--- src/rtl/ysyx_22040931_ifu_fetch_if.sv ---
// Fetch-unit bus: PC-stage handshake, instruction-memory request/ack port,
// ID-stage handshake and flush. master = fetch unit, slave = its surroundings.
interface ysyx_22040931_ifu_fetch_if #(
  parameter int unsigned PC_W   = 64,
  parameter int unsigned INST_W = 32
);
  logic              flush;
  logic              pc_valid;
  logic [PC_W-1:0]   if_pc;
  logic              if_ready;
  logic              imem_req;
  logic [PC_W-1:0]   imem_addr;
  logic              imem_ack;
  logic [INST_W-1:0] imem_rdata;
  logic              id_valid;
  logic              id_ready;
  logic [PC_W-1:0]   id_pc;
  logic [INST_W-1:0] id_inst;
  logic              id_exc;

  modport master (
    input  flush, pc_valid, if_pc, imem_ack, imem_rdata, id_ready,
    output if_ready, imem_req, imem_addr, id_valid, id_pc, id_inst, id_exc
  );

  modport slave (
    output flush, pc_valid, if_pc, imem_ack, imem_rdata, id_ready,
    input  if_ready, imem_req, imem_addr, id_valid, id_pc, id_inst, id_exc
  );
endinterface

--- src/rtl/ysyx_22040931_ifu_fetch.sv ---
// Instruction fetch: single-outstanding imem read feeding a 2-entry FIFO to ID.
// Optional YSYX_22040931_INST_MISALIGN_CHECK_EN turns misaligned PCs into exception entries.
module ysyx_22040931_ifu_fetch #(
  parameter int unsigned PC_W   = 64,
  parameter int unsigned INST_W = 32
) (
  input logic                    clock,
  input logic                    reset,
  ysyx_22040931_ifu_fetch_if.master bus
);

  typedef enum logic [1:0] {
    IDLE  = 2'd0,
    WAIT  = 2'd1,
    DRAIN = 2'd2
  } state_e;

  state_e            state_q, state_d;
  logic [1:0]        count_q, count_d;
  logic [PC_W-1:0]   addr_q;
  logic [PC_W-1:0]   pc_q   [2];
  logic [INST_W-1:0] inst_q [2];
  logic              exc_q  [2];

  logic              ack_wait;
  logic              misalign;
  logic [2:0]        occ;
  logic              room;
  logic              if_ready;
  logic              id_valid;
  logic              pop;
  logic              accept;
  logic              push_mem;
  logic              push;
  logic [1:0]        wr_pos;
  logic [PC_W-1:0]   push_pc;
  logic [INST_W-1:0] push_inst;
  logic              push_exc;

  always_comb begin
    ack_wait = (state_q == WAIT) & bus.imem_ack;
    id_valid = (count_q != 2'd0) & ~bus.flush;
    pop      = id_valid & bus.id_ready;
    // An outstanding kept request already owns a FIFO slot.
    occ      = {1'b0, count_q} + {2'b0, state_q == WAIT};
    room     = (occ - {2'b0, pop}) < 3'd2;
`ifdef YSYX_22040931_INST_MISALIGN_CHECK_EN
    misalign = |bus.if_pc[1:0];
    if_ready = ~bus.flush & room & ((state_q == IDLE) | (ack_wait & ~misalign));
`else
    misalign = 1'b0;
    if_ready = ~bus.flush & room & ((state_q == IDLE) | ack_wait);
`endif
    accept   = bus.pc_valid & if_ready;
    push_mem = ack_wait & ~bus.flush;
    push     = push_mem | (accept & misalign);
    wr_pos   = count_q - {1'b0, pop};
    if (push_mem) begin
      push_pc   = addr_q;
      push_inst = bus.imem_rdata;
      push_exc  = 1'b0;
    end else begin
      push_pc   = bus.if_pc;
      push_inst = INST_W'(32'h0000_0013);
      push_exc  = 1'b1;
    end
  end

  always_comb begin
    state_d = state_q;
    unique case (state_q)
      IDLE:    if (accept & ~misalign) state_d = WAIT;
      WAIT: begin
        if (bus.imem_ack)    state_d = accept ? WAIT : IDLE;
        else if (bus.flush)  state_d = DRAIN;
      end
      DRAIN:   if (bus.imem_ack) state_d = IDLE;
      default: state_d = IDLE;
    endcase
  end

  always_comb begin
    if (bus.flush) count_d = '0;
    else           count_d = count_q + {1'b0, push} - {1'b0, pop};
  end

  always_ff @(posedge clock) begin
    if (reset) begin
      state_q <= IDLE;
      count_q <= '0;
      addr_q  <= '0;
      for (int unsigned i = 0; i < 2; i++) begin
        pc_q[i]   <= '0;
        inst_q[i] <= '0;
        exc_q[i]  <= 1'b0;
      end
    end else begin
      state_q <= state_d;
      count_q <= count_d;
      if (accept) addr_q <= bus.if_pc;
      if (~bus.flush) begin
        if (pop) begin
          pc_q[0]   <= pc_q[1];
          inst_q[0] <= inst_q[1];
          exc_q[0]  <= exc_q[1];
        end
        // Later write wins, so a push into slot 0 overrides the shift above.
        if (push) begin
          pc_q[wr_pos[0]]   <= push_pc;
          inst_q[wr_pos[0]] <= push_inst;
          exc_q[wr_pos[0]]  <= push_exc;
        end
      end
    end
  end

  assign bus.if_ready  = if_ready;
  assign bus.imem_req  = (state_q == WAIT) | (state_q == DRAIN);
  assign bus.imem_addr = addr_q;
  assign bus.id_valid  = id_valid;
  assign bus.id_pc     = pc_q[0];
  assign bus.id_inst   = inst_q[0];
  assign bus.id_exc    = exc_q[0];

endmodule

--- src/flat_wrapper.sv ---
// flat-port wrapper written by rule: the top's interface ports become plain ports
module ysyx_22040931_ifu_fetch_flat 
#(
  parameter int unsigned PC_W   = 64,
  parameter int unsigned INST_W = 32
)
  (clock, reset, bus_flush, bus_pc_valid, bus_if_pc, bus_imem_ack, bus_imem_rdata, bus_id_ready, bus_if_ready, bus_imem_req, bus_imem_addr, bus_id_valid, bus_id_pc, bus_id_inst, bus_id_exc);
  ysyx_22040931_ifu_fetch_if #(.PC_W(PC_W), .INST_W(INST_W)) bus_i ();
  input logic clock;
  input logic reset;
  input wire logic [$bits(bus_i.flush)-1:0] bus_flush;
  input wire logic [$bits(bus_i.pc_valid)-1:0] bus_pc_valid;
  input wire logic [$bits(bus_i.if_pc)-1:0] bus_if_pc;
  input wire logic [$bits(bus_i.imem_ack)-1:0] bus_imem_ack;
  input wire logic [$bits(bus_i.imem_rdata)-1:0] bus_imem_rdata;
  input wire logic [$bits(bus_i.id_ready)-1:0] bus_id_ready;
  output wire logic [$bits(bus_i.if_ready)-1:0] bus_if_ready;
  output wire logic [$bits(bus_i.imem_req)-1:0] bus_imem_req;
  output wire logic [$bits(bus_i.imem_addr)-1:0] bus_imem_addr;
  output wire logic [$bits(bus_i.id_valid)-1:0] bus_id_valid;
  output wire logic [$bits(bus_i.id_pc)-1:0] bus_id_pc;
  output wire logic [$bits(bus_i.id_inst)-1:0] bus_id_inst;
  output wire logic [$bits(bus_i.id_exc)-1:0] bus_id_exc;
  assign bus_i.flush = bus_flush;
  assign bus_i.pc_valid = bus_pc_valid;
  assign bus_i.if_pc = bus_if_pc;
  assign bus_i.imem_ack = bus_imem_ack;
  assign bus_i.imem_rdata = bus_imem_rdata;
  assign bus_i.id_ready = bus_id_ready;
  assign bus_if_ready = bus_i.if_ready;
  assign bus_imem_req = bus_i.imem_req;
  assign bus_imem_addr = bus_i.imem_addr;
  assign bus_id_valid = bus_i.id_valid;
  assign bus_id_pc = bus_i.id_pc;
  assign bus_id_inst = bus_i.id_inst;
  assign bus_id_exc = bus_i.id_exc;
  ysyx_22040931_ifu_fetch #(.PC_W(PC_W), .INST_W(INST_W)) u_core (.clock(clock), .reset(reset), .bus(bus_i));
endmodule
--- config.mk ---
export PLATFORM = sky130hd
export DESIGN_NAME = ysyx_22040931_ifu_fetch_flat
export DESIGN_NICKNAME = d
export VERILOG_FILES = /design/src/rtl/ysyx_22040931_ifu_fetch_if.sv /design/src/rtl/ysyx_22040931_ifu_fetch.sv /design/src/flat_wrapper.sv
export SDC_FILE = /design/constraint.sdc
export NUM_CORES = 1
export LEC_CHECK = 0
export BUFFER_PORTS_ARGS = -buffer_cell sky130_fd_sc_hd__buf_2
export CAP_MARGIN = 30
export CORE_ASPECT_RATIO = 1.1
export CORE_MARGIN = 10
export CORE_UTILIZATION = 45
export DETAILED_ROUTE_END_ITERATION = 6
export GPL_TIMING_DRIVEN = 0
export PLACE_DENSITY_LB_ADDON = 0.05
export SLEW_MARGIN = 20
export SYNTH_ARGS = -nofsm -noshare
export SYNTH_HDL_FRONTEND = slang
export SYNTH_SLANG_ARGS = --single-unit
--- constraint.sdc ---
create_clock -name clock -period 18 [get_ports clock]
set_clock_uncertainty 0.15 [all_clocks]
set_input_delay 2.7 -clock clock [delete_from_list [all_inputs] [get_ports clock]]
set_output_delay 2.7 -clock clock [all_outputs]
set_load 0.01 [all_outputs]
==> metrics.yaml <==
routing:
  drt_pre_antenna_iters: 5
  drt_iter0_drc: 493
  post-route-drc-count: 0
  wl_met1_mm: 12.5
  wl_per_cell_um: 18.9
  dr_wl_met3_mm: 2.60
  ant_nets: 0
  top_layer: "met4"
  met2_length_mm: 14.5
  vias: 8119
  vias_per_cell: 5.10
  wirelength_mm: 30.1
run:
  cap_viol_max_count: 0
timing:
  drv_slew: 0
  final_hold_viol_count: 0
  rsz0062_at_grt: "false"
  max_freq_mhz: 125
  worstMarginPinSlew_ns: 0.846
  setup_viol: 0
  period_share: 0.444
  holdWs_ns: 0.313
  relSlewSlack: 0.436
  period_needed_ns: 8.00
  tns_ns: 0
worst_setup_path:
  crit_path_max_fanout: 10
  r2r-start: "u_core.count_q[1]"
  reg2regPathDepth: 13
  critPathLaunchType: "input port"
  path_class: "input port to output port"
  critical-path-top-delay-family: "simple AND/OR/NAND/NOR gates"
  arrival_ns: 5.15
  end_kind: "output port"
  crit_slowest_cell: "fa_1"
  required_ns: 15.15
  crit_chain: "buf_6, nand2b_4, or3_4, inv_2, a21o_2, buf_2, nand2_1, fa_1, nor2b_1, nand2_1, nor2_1, buf_2"
  reg2reg_setup_slack_ns: 14.16
  critical_path_buf_inv_count: 4
  cp_slowest_stage_delay_ns: 0.51
  r2r_end: "u_core.bus.imem_addr[16]"
grt:
  grt_max_degree: 45
  grt_util_all_layers: 0.186
  grt_pass1_wl_mm: 46.3
  grt_pass1_vias: 8227
  grt-ovfl-total: 0
  grt_antenna_before_repair: 1
pwr:
  power_frac_clock: 0.423
  power.switching_mw: 0.313
  p_comb_frac: 0.078
  fin_total_pwr_mw: 1.37
  power_leakage_nw: 6.22
  p_sw_frac: 0.228
  seqPwrFrac: 0.499
  intPower_mw: 1.06
  powerDensity_nw_per_um2: 99.9
  ir_worst_vdd_v: 0.0000699
clock_network:
  post_cts_buffers: 0
  cts_max_level: 1
  clk_latency_ns: 0.53
  cts-root-buf: "clkbuf_16"
  cts_sinks: 262
  hold_buffers: 0
  tritoncts: "yes"
  path_clk_slew_ns: 0.06
  cts_resized: 0
  cts-buffers-inserted: 28
  cts.path.max_buffers: 3
worst_hold_path:
  hp-class: "register to register"
  min_from: "u_core.bus.imem_addr[20]"
  holdPathEnd: "u_core.bus.imem_addr[20]"
  min_delay_path_depth: 2
final_layout:
  finalNetCount: 1371
  drive_gt1_frac: 0.276
  fill_cells: 2149
  areaGrowthSynthToFinish_pct: 26.1
synth:
  synth_cells: 963
  yosys_register_bits: 262
  synth_edf_count: 194
  synth_area_sq_um: 10900
  syn_area_per_cell_sq_um: 11.3
  synth_fp_nets: 1071
  synthDistinctLibCells: 42
  asyncSetResetFlopFracSynth: 0
  synth_ff_type: "edfxtp_1"
  ys_warn_count: 0
  yosysSeqAreaShare: 0.661
placement:
  portBuffers: 263
  gp_congestion: 0.751
  dp_hpwl_mm: 21.5
floorplanning:
  dieArea_sq_um: 30800
  dieHeight_um: 183
  ioPinCount: 266
  row_count: 59
  core_sq_um: 23700
  initial_core_util: 0.459
  fp.dieW_um: 168
outcome:
  status: "completed"
-- registers in the layout, indices dropped and copies added (netlist names) --
name and count:
u_core.inst_q 64, u_core.state_q 2, u_core.pc_q 128, u_core.bus.imem_addr 64, u_core.count_q 2, u_core.exc_q 2
-- cells in the mapped netlist (all sizes together) (2+ instances only) --
cell type	n	area, sq um
nand2	197	739
nand3	98	490
dfxtp	68	1360
and3	33	206
clkbuf	37	141
inv	7	26.3
ha	5	62.6
nor2	67	251
buf	38	255
nor3	3	20.0
nor2b	2	12.5
edfxtp	194	5830
a211oi	2	15.0
xnor2	2	17.5
mux2i	64	641
o21ai	64	320
a21oi	65	325
-- per-stage QoR --
step                worst slack [ns]  instances   util  instance area (sq um)
floorplan                       9.36        963      -                  10900
global placement                6.42       1531  0.530                  12600
detailed placement              9.95       1538  0.539                  12800
CTS                             9.94       1590  0.578                  13700
global route                    9.76       1590  0.578                  13700
finish                         10.00       1593  0.579                  13700
-- logic make-up (layout without fill, tap and decap cells) --
| logic type | count (synthesis) | in the layout | synth area share |
|---|---|---|---|
| and+or+nand+nor | 408 | 408 | 0.165 |
| buffers and inverters | 82 | 404 | 0.0389 |
| muxes | 64 | 64 | 0.0589 |
| xor gates and xnor gates | 2 | 2 | 0.00161 |
| AOI/OAI and AO/OA | 138 | 138 | 0.0661 |
| adders and majority gates | 6 | 6 | 0.00760 |
| other | 1 | 4 | 0.000345 |
| DFF | 262 | 262 | 0.661 |
-- routing by layer --
metal,track usage,up-vias
met4,0.0401,0
met1,0.232,3830
li1,-,4004
met3,0.0609,37
met5,0,-
met2,0.309,248
-- cell type report --
cell class | count | area (sq um) | share of cell area
multi-input cells | 619 | 3290 | 0.240
clock inverters | 17 | 161 | 0.0118
clock buffers | 35 | 768 | 0.0560
diodes | 3 | 7.51 | 0.000548
well taps | 305 | 382 | 0.0278
repair buffers | 270 | 1500 | 0.109
inverters | 7 | 26.3 | 0.00192
flip-flops and latches | 262 | 7190 | 0.524
plain buffers | 75 | 397 | 0.0289
-- power by group through the flow --
stage	combinational [mW]	sequential [mW]	clock, mW
floorplan	0.0417	0.708	0
global placement	0.102	0.702	0
detailed placement	0.109	0.696	0
CTS	0.110	0.683	0.590
global route	0.118	0.686	0.615
finish	0.107	0.683	0.579
-- worst max path at each step --
stage / startpoint / to / slack, ns / cells after the start
2_1_floorplan: bus_flush / u_core.exc_q[0] / 9.36 / 3
3_3_place_gp: bus_flush / u_core.pc_q[0][30] / 6.42 / 3
3_5_place_dp: bus_flush / bus_if_ready / 9.95 / 12
4_1_cts: bus_flush / bus_if_ready / 9.94 / 12
5_1_grt: bus_flush / bus_if_ready / 9.76 / 12
6_report: bus_flush / bus_if_ready / 10.00 / 12
-- cells in the final DEF (no fill, tap or decap), types with 3 or more instances in the layout --
cell / instances
and3_1: 33
nand2_1: 196
diode_2: 3
nand3_1: 98
inv_1: 6
nor2_1: 67
edfxtp_1: 194
buf_1: 8
ha_1: 5
o21ai_1: 25
buf_6: 10
clkbuf_16: 29
o21ai_0: 39
clkbuf_1: 39
buf_16: 6
dfxtp_1: 68
buf_2: 281
bufinv_16: 3
mux2i_1: 64
a21oi_1: 65
clkinv_2: 8
clkinv_1: 4
-- worst register-to-register path: cells and delay by family, from the launching register on --
family,cells,cell delay (ns)
AND/OR/NAND/NOR,5,0.86
AO/OA/AOI/OAI,2,0.33
flip-flops,1,0.41
adder cells (fa/ha/maj),1,0.46
buffers and inverters,5,1.55
(Power assumes the default switching activity.)
